File: config.mk
export PLATFORM = sky130hd
export DESIGN_NAME = hazard_control_flat
export DESIGN_NICKNAME = d
export VERILOG_FILES = /design/src/rtl/hazard_control_if.sv /design/src/rtl/hazard_control.sv /design/src/flat_wrapper.sv
export SDC_FILE = /design/constraint.sdc
export NUM_CORES = 1
export LEC_CHECK = 0
export ABC_AREA = 1
export CORE_ASPECT_RATIO = 0.75
export CORE_MARGIN = 2
export CORE_UTILIZATION = 51
export CTS_BUF_LIST = sky130_fd_sc_hd__clkbuf_4 sky130_fd_sc_hd__clkbuf_8 sky130_fd_sc_hd__clkbuf_16
export CTS_CLUSTER_DIAMETER = 30
export DETAILED_ROUTE_END_ITERATION = 10
export GPL_TIMING_DRIVEN = 1
export PLACE_DENSITY = 0.81
export RECOVER_POWER = 25
export REMOVE_ABC_BUFFERS = 1
export SETUP_SLACK_MARGIN = 0.3
export SLEW_MARGIN = 20
export SYNTH_ARGS = -nofsm -noshare
export SYNTH_HDL_FRONTEND = slang
export SYNTH_SLANG_ARGS = --single-unit
File: constraint.sdc
create_clock -name clk -period 2.35 [get_ports clk]
set_input_delay 0.47 -clock clk [delete_from_list [all_inputs] [get_ports clk]]
set_output_delay 0.47 -clock clk [all_outputs]
set_load 0.02 [all_outputs]
File: src/rtl/hazard_control_if.sv
// Hazard-control bundle: pipeline status in, pipeline control and statistics out.
// The master drives the pipeline-status side; the slave is the hazard unit.
interface hazard_control_if #(
  parameter int REG_W = 4,
  parameter int CNT_W = 16
) ();
  logic [REG_W-1:0] id_rs1;
  logic [REG_W-1:0] id_rs2;
  logic             id_use_rs1;
  logic             id_use_rs2;
  logic [REG_W-1:0] ex_rd;
  logic             ex_load;
  logic             branch_taken;
  logic             mem_busy;
  logic             clr_cnt;
  logic             pc_le;
  logic             ifid_le;
  logic             flush_ifid;
  logic             mux_flush;
  logic             mux_stall;
  logic [1:0]       state_o;
  logic [CNT_W-1:0] stall_cnt;
  logic [CNT_W-1:0] flush_cnt;

  modport master (
    output id_rs1, id_rs2, id_use_rs1, id_use_rs2, ex_rd, ex_load,
           branch_taken, mem_busy, clr_cnt,
    input  pc_le, ifid_le, flush_ifid, mux_flush, mux_stall,
           state_o, stall_cnt, flush_cnt
  );

  modport slave (
    input  id_rs1, id_rs2, id_use_rs1, id_use_rs2, ex_rd, ex_load,
           branch_taken, mem_busy, clr_cnt,
    output pc_le, ifid_le, flush_ifid, mux_flush, mux_stall,
           state_o, stall_cnt, flush_cnt
  );
endinterface

File: src/rtl/hazard_control.sv
// Pipeline hazard controller: load-use stalls, taken-branch flushes and
// memory-wait freezes, with saturating stall/flush statistics counters.
// Control outputs are combinational from the current state and inputs.
module hazard_control #(
  parameter int REG_W           = 4,
  parameter int CNT_W           = 16,
  parameter int BR_FLUSH_CYCLES = 1
) (
  input logic              clk,
  input logic              rst_n,
  hazard_control_if.slave  hz
);

  localparam logic [1:0] S_RUN = 2'd0;
  localparam logic [1:0] S_LU  = 2'd1;
  localparam logic [1:0] S_BRF = 2'd2;
  localparam logic [1:0] S_MW  = 2'd3;

  // Remaining flush cycles loaded after the branch cycle itself.
  localparam logic [1:0] BRF_RELOAD = 2'(BR_FLUSH_CYCLES - 1);
  localparam logic [CNT_W-1:0] CNT_MAX = '1;

  logic [1:0]       state_q, state_d;
  logic [1:0]       brf_cnt_q, brf_cnt_d;
  logic [CNT_W-1:0] stall_cnt_q, stall_cnt_d;
  logic [CNT_W-1:0] flush_cnt_q, flush_cnt_d;

  logic pc_le, ifid_le, flush_ifid, mux_flush, mux_stall;

  logic [REG_W-1:0] rs1, rs2, rd;
  logic             lu;

  assign rs1 = hz.id_rs1;
  assign rs2 = hz.id_rs2;
  assign rd  = hz.ex_rd;

  // Load-use hazard: a load in EX writes a nonzero register that ID reads.
  assign lu = hz.ex_load && (rd != '0) &&
              ((hz.id_use_rs1 && (rs1 == rd)) || (hz.id_use_rs2 && (rs2 == rd)));

  // Control outputs and next state, prioritised reset > busy > branch/BRF > load-use.
  always_comb begin
    // NOTE: every signal gets a default here so no path leaves one unassigned, which would infer a latch.
    state_d    = state_q;
    brf_cnt_d  = brf_cnt_q;
    pc_le      = 1'b1;
    ifid_le    = 1'b1;
    flush_ifid = 1'b0;
    mux_flush  = 1'b0;
    mux_stall  = 1'b0;

    if (!rst_n) begin
      // NOP injection while held in reset.
      pc_le      = 1'b0;
      ifid_le    = 1'b0;
      flush_ifid = 1'b1;
      mux_flush  = 1'b1;
      state_d    = S_RUN;
      brf_cnt_d  = 2'd0;
    end else if (hz.mem_busy) begin
      // Freeze; any pending flush count is held for after the wait.
      pc_le     = 1'b0;
      ifid_le   = 1'b0;
      mux_stall = 1'b1;
      state_d   = S_MW;
    end else if (hz.branch_taken) begin
      flush_ifid = 1'b1;
      mux_flush  = 1'b1;
      brf_cnt_d  = BRF_RELOAD;
      state_d    = (BRF_RELOAD != 2'd0) ? S_BRF : S_RUN;
    end else begin
      case (state_q)
        S_BRF: begin
          flush_ifid = 1'b1;
          mux_flush  = 1'b1;
          if (brf_cnt_q <= 2'd1) begin
            brf_cnt_d = 2'd0;
            state_d   = S_RUN;
          end else begin
            brf_cnt_d = brf_cnt_q - 2'd1;
            state_d   = S_BRF;
          end
        end
        S_MW: begin
          // Leaving a wait: resume a held flush, otherwise behave as RUN.
          if (brf_cnt_q != 2'd0) begin
            state_d = S_BRF;
          end else if (lu) begin
            pc_le     = 1'b0;
            ifid_le   = 1'b0;
            mux_flush = 1'b1;
            state_d   = S_LU;
          end else begin
            state_d = S_RUN;
          end
        end
        S_LU: begin
          // Load has moved on; detection is masked for this one cycle.
          state_d = S_RUN;
        end
        default: begin
          if (lu) begin
            pc_le     = 1'b0;
            ifid_le   = 1'b0;
            mux_flush = 1'b1;
            state_d   = S_LU;
          end else begin
            state_d = S_RUN;
          end
        end
      endcase
    end
  end

  // Saturating statistics counters; a clear wins over a same-cycle increment.
  always_comb begin
    stall_cnt_d = stall_cnt_q;
    flush_cnt_d = flush_cnt_q;
    if (hz.clr_cnt) begin
      stall_cnt_d = '0;
      flush_cnt_d = '0;
    end else begin
      if (!pc_le && (stall_cnt_q != CNT_MAX)) stall_cnt_d = stall_cnt_q + 1'b1;
      if (mux_flush && (flush_cnt_q != CNT_MAX)) flush_cnt_d = flush_cnt_q + 1'b1;
    end
  end

  // State, flush count and counters registered with asynchronous reset.
  always_ff @(posedge clk or negedge rst_n) begin
    // NOTE: counters are control state (not a RAM), so they take the async reset like any other flop.
    if (!rst_n) begin
      state_q     <= S_RUN;
      brf_cnt_q   <= 2'd0;
      stall_cnt_q <= '0;
      flush_cnt_q <= '0;
    end else begin
      // NOTE: non-blocking assignments so every flop samples pre-edge values.
      state_q     <= state_d;
      brf_cnt_q   <= brf_cnt_d;
      stall_cnt_q <= stall_cnt_d;
      flush_cnt_q <= flush_cnt_d;
    end
  end

  assign hz.pc_le      = pc_le;
  assign hz.ifid_le    = ifid_le;
  assign hz.flush_ifid = flush_ifid;
  assign hz.mux_flush  = mux_flush;
  assign hz.mux_stall  = mux_stall;
  assign hz.state_o    = state_q;
  assign hz.stall_cnt  = stall_cnt_q;
  assign hz.flush_cnt  = flush_cnt_q;

endmodule

File: src/flat_wrapper.sv
// flat-port wrapper written by rule: the top's interface ports become plain ports
module hazard_control_flat 
#(
  parameter int REG_W           = 4,
  parameter int CNT_W           = 16,
  parameter int BR_FLUSH_CYCLES = 1
)
  (clk, rst_n, hz_id_rs1, hz_id_rs2, hz_id_use_rs1, hz_id_use_rs2, hz_ex_rd, hz_ex_load, hz_branch_taken, hz_mem_busy, hz_clr_cnt, hz_pc_le, hz_ifid_le, hz_flush_ifid, hz_mux_flush, hz_mux_stall, hz_state_o, hz_stall_cnt, hz_flush_cnt);
  hazard_control_if #(.REG_W(REG_W), .CNT_W(CNT_W)) hz_i ();
  input logic clk;
  input logic rst_n;
  input wire logic [$bits(hz_i.id_rs1)-1:0] hz_id_rs1;
  input wire logic [$bits(hz_i.id_rs2)-1:0] hz_id_rs2;
  input wire logic [$bits(hz_i.id_use_rs1)-1:0] hz_id_use_rs1;
  input wire logic [$bits(hz_i.id_use_rs2)-1:0] hz_id_use_rs2;
  input wire logic [$bits(hz_i.ex_rd)-1:0] hz_ex_rd;
  input wire logic [$bits(hz_i.ex_load)-1:0] hz_ex_load;
  input wire logic [$bits(hz_i.branch_taken)-1:0] hz_branch_taken;
  input wire logic [$bits(hz_i.mem_busy)-1:0] hz_mem_busy;
  input wire logic [$bits(hz_i.clr_cnt)-1:0] hz_clr_cnt;
  output wire logic [$bits(hz_i.pc_le)-1:0] hz_pc_le;
  output wire logic [$bits(hz_i.ifid_le)-1:0] hz_ifid_le;
  output wire logic [$bits(hz_i.flush_ifid)-1:0] hz_flush_ifid;
  output wire logic [$bits(hz_i.mux_flush)-1:0] hz_mux_flush;
  output wire logic [$bits(hz_i.mux_stall)-1:0] hz_mux_stall;
  output wire logic [$bits(hz_i.state_o)-1:0] hz_state_o;
  output wire logic [$bits(hz_i.stall_cnt)-1:0] hz_stall_cnt;
  output wire logic [$bits(hz_i.flush_cnt)-1:0] hz_flush_cnt;
  assign hz_i.id_rs1 = hz_id_rs1;
  assign hz_i.id_rs2 = hz_id_rs2;
  assign hz_i.id_use_rs1 = hz_id_use_rs1;
  assign hz_i.id_use_rs2 = hz_id_use_rs2;
  assign hz_i.ex_rd = hz_ex_rd;
  assign hz_i.ex_load = hz_ex_load;
  assign hz_i.branch_taken = hz_branch_taken;
  assign hz_i.mem_busy = hz_mem_busy;
  assign hz_i.clr_cnt = hz_clr_cnt;
  assign hz_pc_le = hz_i.pc_le;
  assign hz_ifid_le = hz_i.ifid_le;
  assign hz_flush_ifid = hz_i.flush_ifid;
  assign hz_mux_flush = hz_i.mux_flush;
  assign hz_mux_stall = hz_i.mux_stall;
  assign hz_state_o = hz_i.state_o;
  assign hz_stall_cnt = hz_i.stall_cnt;
  assign hz_flush_cnt = hz_i.flush_cnt;
  hazard_control #(.REG_W(REG_W), .CNT_W(CNT_W), .BR_FLUSH_CYCLES(BR_FLUSH_CYCLES)) u_core (.clk(clk), .rst_n(rst_n), .hz(hz_i));
endmodule
==> results of run 1 <==
## timing repair
| item | in CTS | in global routing |
|---|---|---|
| endpoints found under the setup margin | 37 | 35 |
| pin swaps | 18 | 29 |
| gates resized for setup | 76 | 40 |
| gates cloned | 0 | 2 |
| setup buffers | 4 | 8 |
## synth_stat cells (4+ instances only)
cell type / instances / area [µm²]
nor2_1: 48 / 180
ha_1: 5 / 62.6
nand4_1: 20 / 125
inv_1: 49 / 184
nand3_1: 50 / 250
nor4_1: 5 / 31.3
xnor2_1: 4 / 35.0
xor2_1: 24 / 210
clkbuf_1: 9 / 33.8
dfrtp_1: 36 / 901
nand2_1: 103 / 387
nor3_1: 6 / 30.0
## sequential cells by signal (all words and copies together), names as in the netlist
name and count:
u_core.hz.flush_cnt 16, u_core.brf_cnt_q 2, u_core.hz.stall_cnt 16, u_core.hz.state_o 2
## kinds of logic after synthesis
logic type,synth area share
compound gates,0.0135
xor+xnor,0.0948
fa+ha+maj,0.0242
buf+inv,0.0972
flops,0.348
simple gates,0.422
## worst max-delay path: cells and delay by family
kind,cells,cell delay (ps)
and+or+nand+nor,4,640
buffers and inverters,2,300
xor gates and xnor gates,1,160
AOI/OAI and AO/OA,1,150
## routing by layer
metal,routed length [µm],part of all wire
met1,3440,0.46
met2,3490,0.46
met3,512,0.068
met4,85,0.011
met5,0,0
## power by group
group          leakage [µW]  total (µW)  internal (µW)  switching, µW
Sequential         0.000495         652            634           18.4
Clock             0.0000503         480            261            218
Combinational       0.00130         329            146            183
Total               0.00185        1460           1040            420
## final cells by class
cell class                      instances  area [µm²]  area share
Multi-Input combinational cell        282        1570       0.432
Sequential cell                        36         902       0.249
Timing Repair Buffer                   88         803       0.221
Inverter                               49         184      0.0507
Clock buffer                            7        96.3      0.0266
Tap cell                               60        75.1      0.0207
## final timing paths
path | from | to | slack (ps) | depth (start not counted)
setup / recovery | hz_id_rs1[2] | hz_mux_flush | 160 | 8
hold / removal | rst_n | u_core.hz.state_o[0] | 280 | 2
setup reg to reg | u_core.hz.flush_cnt[1] | u_core.hz.flush_cnt[0] | 270 | 9
hold reg to reg | u_core.hz.stall_cnt[6] | u_core.hz.stall_cnt[6] | 570 | 2
max in group asynchronous | rst_n | u_core.hz.flush_cnt[0] | 1260 | 2
min in group clk | u_core.hz.stall_cnt[6] | u_core.hz.stall_cnt[6] | 570 | 2
## stage by stage
step / TNS [ps] / utilization / setup WS, ps / cells
6_report: 0 / 0.740 / 161 / 522
3_5_place_dp: -6680 / 0.677 / -652 / 501
2_1_floorplan: 0 / - / 243 / 365
4_1_cts: 0 / 0.697 / 203 / 512
5_1_grt: 0 / 0.740 / 66.3 / 522
3_3_place_gp: -4890 / 0.677 / -582 / 501
==> run summary, run 1 <==
================================================================================
Max Fanout on Critical Path                                                    3
Clock latency on the worst-skew pair                                      290 ps
Number of antenna violations at the first check in global routing              0
Share of the yosys chip area belonging to registers                        0.348
Most common library cell in the layout ignoring fill and taps            nand2_1
Power density cells                                                   403 nW/µm²
Final worst path period share                                              0.932
Static leakage power                                                  0.00185 µW
Ratio of routed vias to standard cells                                      5.46
Floorplan Core Area                                                     4900 µm²
Number of hold buffers added after CTS                                         0
Number of nets in the final layout                                           487
Setup repair after global routing missed its margin                         true
Pin count of the biggest net entering global routing                          33
Total overflow reported by the global router                                   0
Upper clock frequency limit                                              457 MHz
Mapped Area                                                             2590 µm²
Number of buffers between clock root and the deepest sink                      2
Filler cells                                                                 391
Std cell rows                                                                 22
Met1 routing resource usage after global routing                           0.382
Top library cells by usage in the layout, fill and taps aside       nand2_1 (95), nand3_1 (47), nor2_1 (45)
Cell at the root of the clock tree                                      clkbuf_8
Critical Path, Cell by Cell                                         clkdlybuf4s15_1 -> xnor2_1 -> nand3_1 -> nand2_2 -> nand4_1 -> or2_1 -> a21oi_2 -> buf_6
Wire length of the first global-routing pass                            11700 µm
Fraction of final layout cells sized beyond drive strength 1               0.188
Flip-flop and latch count after synthesis                                     36
Crit-path max cell delay                                                  280 ps
Initial DRC Count                                                            307
Setup crit start kind                                               primary input
Status                                                                 completed
Max-cap check violation count                                                  0
Final setup skew                                                         4.71 ps
Final Total Pwr                                                          1460 µW
Diodes inserted                                                                0
Worst vdd rail ir drop                                                  0.369 mV
Number of global-route vias before repair                                   2489
Count of pins on the block boundary                                           59
Effective utilization at floorplan                                         0.528
Number of nets with antenna violations after detailed routing                  0
Most instantiated flip-flop cell in the synthesis netlist                dfrtp_1
Die Span X                                                               86.2 µm
Placed cell area                                                        3320 µm²
Post-route design area                                                  3630 µm²
Buffers added on ports                                                        58
Total DRC errors in the routed layout                                          0
Minimum period implied by the final worst setup slack                    2190 ps
Number of iterations in the first detailed-routing pass                        5
Number of vias in the routed layout                                         2849
Clk pin slew, worst setup/hold paths                                       60 ps
Number of buffers created by CTS                                               5
Final setup violating endpoints                                                0
Hold Path Class                                                     primary input to async pin
Average cell area after synthesis                                       6.85 µm²
Max transition margin                                                      0.454
Top Usage Layer GRT                                                         met2
Layout overhead on the synthesized area                                    40.2%
Met3 Use GR                                                               0.0465
Clock tree sinks                                                              36
Data required time at the worst endpoint                                 1880 ps
Sum of routed wire length over all layers                                7520 µm
Average wire per standard cell                                           14.4 µm
Met2 GRT Util                                                              0.406
Worst Setup End Kind                                                primary output
Slew at the pin closest to its max-slew limit                             820 ps
Die height                                                               65.7 µm
H-tree Lvls                                                                    2
Share of flip-flops with an asynchronous set or reset                       1.00
Overall routing resource usage                                             0.263
Count of flip-flops with a built-in enable after synthesis                     0
Number of max-slew violations in the final report                              0
Final Hold Vio Count                                                           0
Final weighted congestion in routability-driven placement                  0.912
Slowest cell on crit path                                                  or2_1
Die outline area                                                        5670 µm²
Yosys warning total                                                            0
Number of cells produced by synthesis                                        378
Unique masters post-synth                                                     25
Post-DP HPWL                                                             4890 µm
Data arrival at the endpoint of the critical path                        1720 ps
Smallest hold slack                                                       284 ps
Worst setup path class                                              primary input to primary output
Clock tree from TritonCTS                                                    yes
================================================================================
No activity file was read; power rests on OpenSTA's default activity.
==> inputs of run 2 (changes only) <==
- CORE_UTILIZATION: 51 -> 40
- PLACE_DENSITY: 0.81 -> 0.66
- clock period: 2.35 -> 2.7 ns (I/O delays scaled with it)
==> run summary, run 2 (same netlist as run 1, synthesis figures left out) <==
================================================================================
Number of buffers created by CTS                                               5
Number of max-slew violations in the final report                              0
Final weighted congestion in routability-driven placement                  0.873
Std cell rows                                                                 25
Initial DRC Count                                                            189
Die Span X                                                               96.9 µm
Number of vias in the routed layout                                         2594
Total DRC errors in the routed layout                                          0
Max Fanout on Critical Path                                                    3
Data required time at the worst endpoint                                 2160 ps
Fraction of final layout cells sized beyond drive strength 1              0.0835
Wire length of the first global-routing pass                            11300 µm
Buffers added on ports                                                        58
Core occupancy in the finished layout                                      0.538
Worst Setup End Kind                                                primary output
Slew at the pin closest to its max-slew limit                             868 ps
H-tree Lvls                                                                    2
Final setup violating endpoints                                                0
Cell at the root of the clock tree                                      clkbuf_8
Die outline area                                                        7130 µm²
Number of iterations in the first detailed-routing pass                        4
Number of hold buffers added after CTS                                         0
Worst vdd rail ir drop                                                  0.272 mV
Max-cap check violation count                                                  0
Power density cells                                                   358 nW/µm²
Post-DP HPWL                                                             4780 µm
DP Worst Slack                                                           -420 ps
Status                                                                 completed
Sum of routed wire length over all layers                                6670 µm
Count of non-filler cells in the finished layout                             524
Upper clock frequency limit                                              429 MHz
Diodes inserted                                                                0
Setup crit start kind                                               primary input
Ratio of routed vias to standard cells                                      4.95
Final worst path period share                                              0.863
Die height                                                               73.7 µm
Minimum period implied by the final worst setup slack                    2330 ps
Number of placed instances with taps included                                516
Overall routing resource usage                                             0.192
Clock tree sinks                                                              36
Setup repair after global routing missed its margin                         true
Floorplan Core Area                                                     6290 µm²
Static leakage power                                                  0.00174 µW
Number of global-route vias before repair                                   2378
Clk pin slew, worst setup/hold paths                                       70 ps
Max transition margin                                                      0.421
Clock tree from TritonCTS                                                    yes
Hold Path Class                                                     primary input to async pin
Number of buffers between clock root and the deepest sink                      2
Post-route setup TNS                                                        0 ps
Total overflow reported by the global router                                   0
Pin count of the biggest net entering global routing                          40
Number of antenna violations at the first check in global routing              0
Most common library cell in the layout ignoring fill and taps            nand2_1
Filler cells                                                                 641
Number of nets in the final layout                                           468
Worst setup path class                                              primary input to primary output
Number of nets with antenna violations after detailed routing                  0
Layout overhead on the synthesized area                                    30.8%
Top library cells by usage in the layout, fill and taps aside       nand2_1 (103), nand3_1 (50), inv_1 (48), nor2_1 (48), clkdlybuf4s50_1 (38)
Data arrival at the endpoint of the critical path                        1790 ps
Final setup skew                                                         4.93 ps
Final Hold Vio Count                                                           0
Count of pins on the block boundary                                           59
Average wire per standard cell                                           12.7 µm
Clock latency on the worst-skew pair                                      290 ps
Effective utilization at floorplan                                         0.412
Final WS setup                                                            371 ps
================================================================================
[run 2: worst max-delay path, cell delays in order]
cell and delay [ps]:
clkdlybuf4s50_1 440, a21boi_2 180, nand4_1 120, or2_1 250
a21oi_2 110, buf_4 140
[run 2: final timing paths]
kind / cells past startpoint / from / endpoint / slack, ps
max in group asynchronous: 2 / rst_n / u_core.hz.stall_cnt[11] / 1490
min in group clk: 2 / u_core.hz.stall_cnt[9] / u_core.hz.stall_cnt[9] / 560
min: 1 / rst_n / u_core.hz.state_o[1] / 90
max: 6 / hz_ex_load / hz_mux_flush / 370
max reg2reg: 9 / u_core.hz.stall_cnt[5] / u_core.hz.stall_cnt[4] / 570
min reg2reg: 2 / u_core.hz.stall_cnt[9] / u_core.hz.stall_cnt[9] / 560
[run 2: final cells by class]
cell class / instances / area, µm² / share of cell area
clock buffers: 7 / 96.3 / 0.0285
inverters: 49 / 184 / 0.0544
multi-input cells: 280 / 1440 / 0.426
flip-flops and latches: 36 / 901 / 0.266
well taps: 81 / 101 / 0.0300
repair buffers: 71 / 658 / 0.195
[run 2: stage by stage]
step	total power [µW]	area [µm²]	hold slack [ps]
after floorplan	679	2520	244
after global placement	800	3300	363
after detailed placement	803	3300	362
after CTS	1220	3380	50.3
after global routing	1270	3380	105
final	1210	3380	94.7
[run 2: power breakdown]
| part | internal, µW | leakage, µW | switching, µW |
|---|---|---|---|
| Sequential | 551 | 0.000496 | 17.4 |
| Clock | 227 | 0.0000503 | 195 |
| Combinational | 90.8 | 0.00120 | 128 |
| Total | 870 | 0.00174 | 340 |
[run 2: per-layer routing]
layer | track usage | wire [µm] | up-vias
met5 | 0 | 0 | -
met4 | 0.0469 | 60 | 0
met3 | 0.0400 | 348 | 6
met2 | 0.287 | 2690 | 76
met1 | 0.285 | 3560 | 1182
li1 | - | - | 1330
[run 2: repair_timing]
item	4_1_cts	5_1_grt
endpoints found under the setup margin	4	19
gates resized for setup	31	19
pin swaps	15	13
setup buffers	1	0
==> inputs of run 3 (changes only) <==
- RECOVER_POWER: 25 -> default
==> run summary, run 3 (same netlist as run 1, synthesis figures left out) <==
================================================================================
Status                                                                 completed
Final setup violating endpoints                                                0
Die outline area                                                        7130 µm²
Fraction of final layout cells sized beyond drive strength 1              0.0858
Diodes inserted                                                                0
Final worst path period share                                              0.863
Power density cells                                                   357 nW/µm²
Clock latency on the worst-skew pair                                      290 ps
Final Hold Vio Count                                                           0
Number of global-route vias before repair                                   2378
Floorplan Core Area                                                     6290 µm²
H-tree Lvls                                                                    2
Total overflow reported by the global router                                   0
Number of antenna violations at the first check in global routing              0
Sum of routed wire length over all layers                                6680 µm
Reg2reg path depth                                                             9
Worst Setup End Kind                                                primary output
Clk pin slew, worst setup/hold paths                                       70 ps
Number of iterations in the first detailed-routing pass                        4
Initial DRC Count                                                            185
Final weighted congestion in routability-driven placement                  0.873
Most common library cell in the layout ignoring fill and taps            nand2_1
Data arrival at the endpoint of the critical path                        1790 ps
Clock tree from TritonCTS                                                    yes
Number of buffers created by CTS                                               5
Worst vdd rail ir drop                                                  0.273 mV
Post-DP HPWL                                                             4780 µm
Std cell rows                                                                 25
Upper clock frequency limit                                              429 MHz
Slew at the pin closest to its max-slew limit                             498 ps
Final WS setup                                                            370 ps
Number of nets in the final layout                                           468
Data required time at the worst endpoint                                 2160 ps
Average wire per standard cell                                           12.7 µm
Internal reg-to-reg setup slack                                           560 ps
Hold Path Class                                                     primary input to async pin
Wire length of the first global-routing pass                            11300 µm
Max-cap check violation count                                                  0
Number of max-slew violations in the final report                              0
Max Fanout on Critical Path                                                    3
Top library cells by usage in the layout, fill and taps aside       nand2_1 (103), nand3_1 (50), inv_1 (48), nor2_1 (48), clkdlybuf4s50_1 (38)
DP Worst Slack                                                           -420 ps
Overall routing resource usage                                             0.192
Total DRC errors in the routed layout                                          0
Worst setup path class                                              primary input to primary output
Number of vias in the routed layout                                         2595
Cell at the root of the clock tree                                      clkbuf_8
Number of nets with antenna violations after detailed routing                  0
Layout overhead on the synthesized area                                    30.9%
Ratio of routed vias to standard cells                                      4.95
Static leakage power                                                  0.00175 µW
Final setup skew                                                         5.07 ps
Number of buffers between clock root and the deepest sink                      2
Effective utilization at floorplan                                         0.412
Setup repair after global routing missed its margin                         true
Pin count of the biggest net entering global routing                          40
Setup crit start kind                                               primary input
Final Total Pwr                                                          1210 µW
Die Span X                                                               96.9 µm
Count of pins on the block boundary                                           59
Die height                                                               73.7 µm
Clock tree sinks                                                              36
Minimum period implied by the final worst setup slack                    2330 ps
Max transition margin                                                      0.667
Buffers added on ports                                                        58
================================================================================
run 3: cell types whose count changed in the layout (fill, tap and decap cells not counted), sizes merged:
cell | before | now
buf | 15 | 17
clkbuf | 13 | 11
run 3: what timing repair did:
action	in CTS	in global routing
endpoints found under the setup margin	4	19
pin swaps	15	13
setup buffers	1	0
gates cloned	0	0
hold buffers	0	0
resized for setup	31	19
run 3: path summary, 6_finish.rpt:
| path | from | endpoint |
|---|---|---|
| worst max-delay path | hz_ex_load | hz_mux_flush |
| worst min-delay path | rst_n | u_core.hz.state_o[1] |
| worst max register to register | u_core.hz.stall_cnt[5] | u_core.hz.stall_cnt[4] |
| worst min register to register | u_core.hz.stall_cnt[9] | u_core.hz.stall_cnt[9] |
| max in group asynchronous | rst_n | u_core.hz.stall_cnt[11] |
| min in group clk | u_core.hz.stall_cnt[9] | u_core.hz.stall_cnt[9] |
run 3: final cells by class:
class | count | area (µm²)
fillers | 642 | 2900
flip-flops and latches | 36 | 901
repair buffers | 71 | 662
clock buffers | 7 | 96.3
well taps | 81 | 101
multi-input cells | 280 | 1440
inverters | 49 | 184
run 3: per-layer routing:
metal / vias to the layer above / routed length (µm) / global-route usage
met2: 78 / 2700 / 0.287
li1: 1330 / - / -
met4: 0 / 60 / 0.0469
met1: 1181 / 3570 / 0.285
met5: - / 0 / 0
met3: 6 / 347 / 0.0400
run 3: report_power, final:
group / switching, µW / total, µW / leakage (µW) / internal [µW]
clock: 196 / 423 / 0.0000503 / 227
sequential: 17.5 / 569 / 0.000496 / 551
combinational: 127 / 219 / 0.00120 / 91.5
total: 340 / 1210 / 0.00175 / 870
run 3: critical path: stages:
cell             delay (ps)
clkdlybuf4s50_1         440
a21boi_2                180
nand4_1                 120
or2_1                   250
a21oi_2                 110
buf_4                   140
run 3: stage by stage:
| step | hold slack (ps) | utilization | cells | TNS (ps) | instance area, µm² |
|---|---|---|---|---|---|
| 2_1_floorplan | 244 | - | 365 | 0 | 2520 |
| 3_3_place_gp | 363 | 0.525 | 516 | -960 | 3300 |
| 3_5_place_dp | 362 | 0.525 | 516 | -1050 | 3300 |
| 4_1_cts | 50.3 | 0.537 | 524 | 0 | 3380 |
| 5_1_grt | 49.4 | 0.539 | 524 | 0 | 3390 |
| 6_report | 54.7 | 0.539 | 524 | 0 | 3390 |
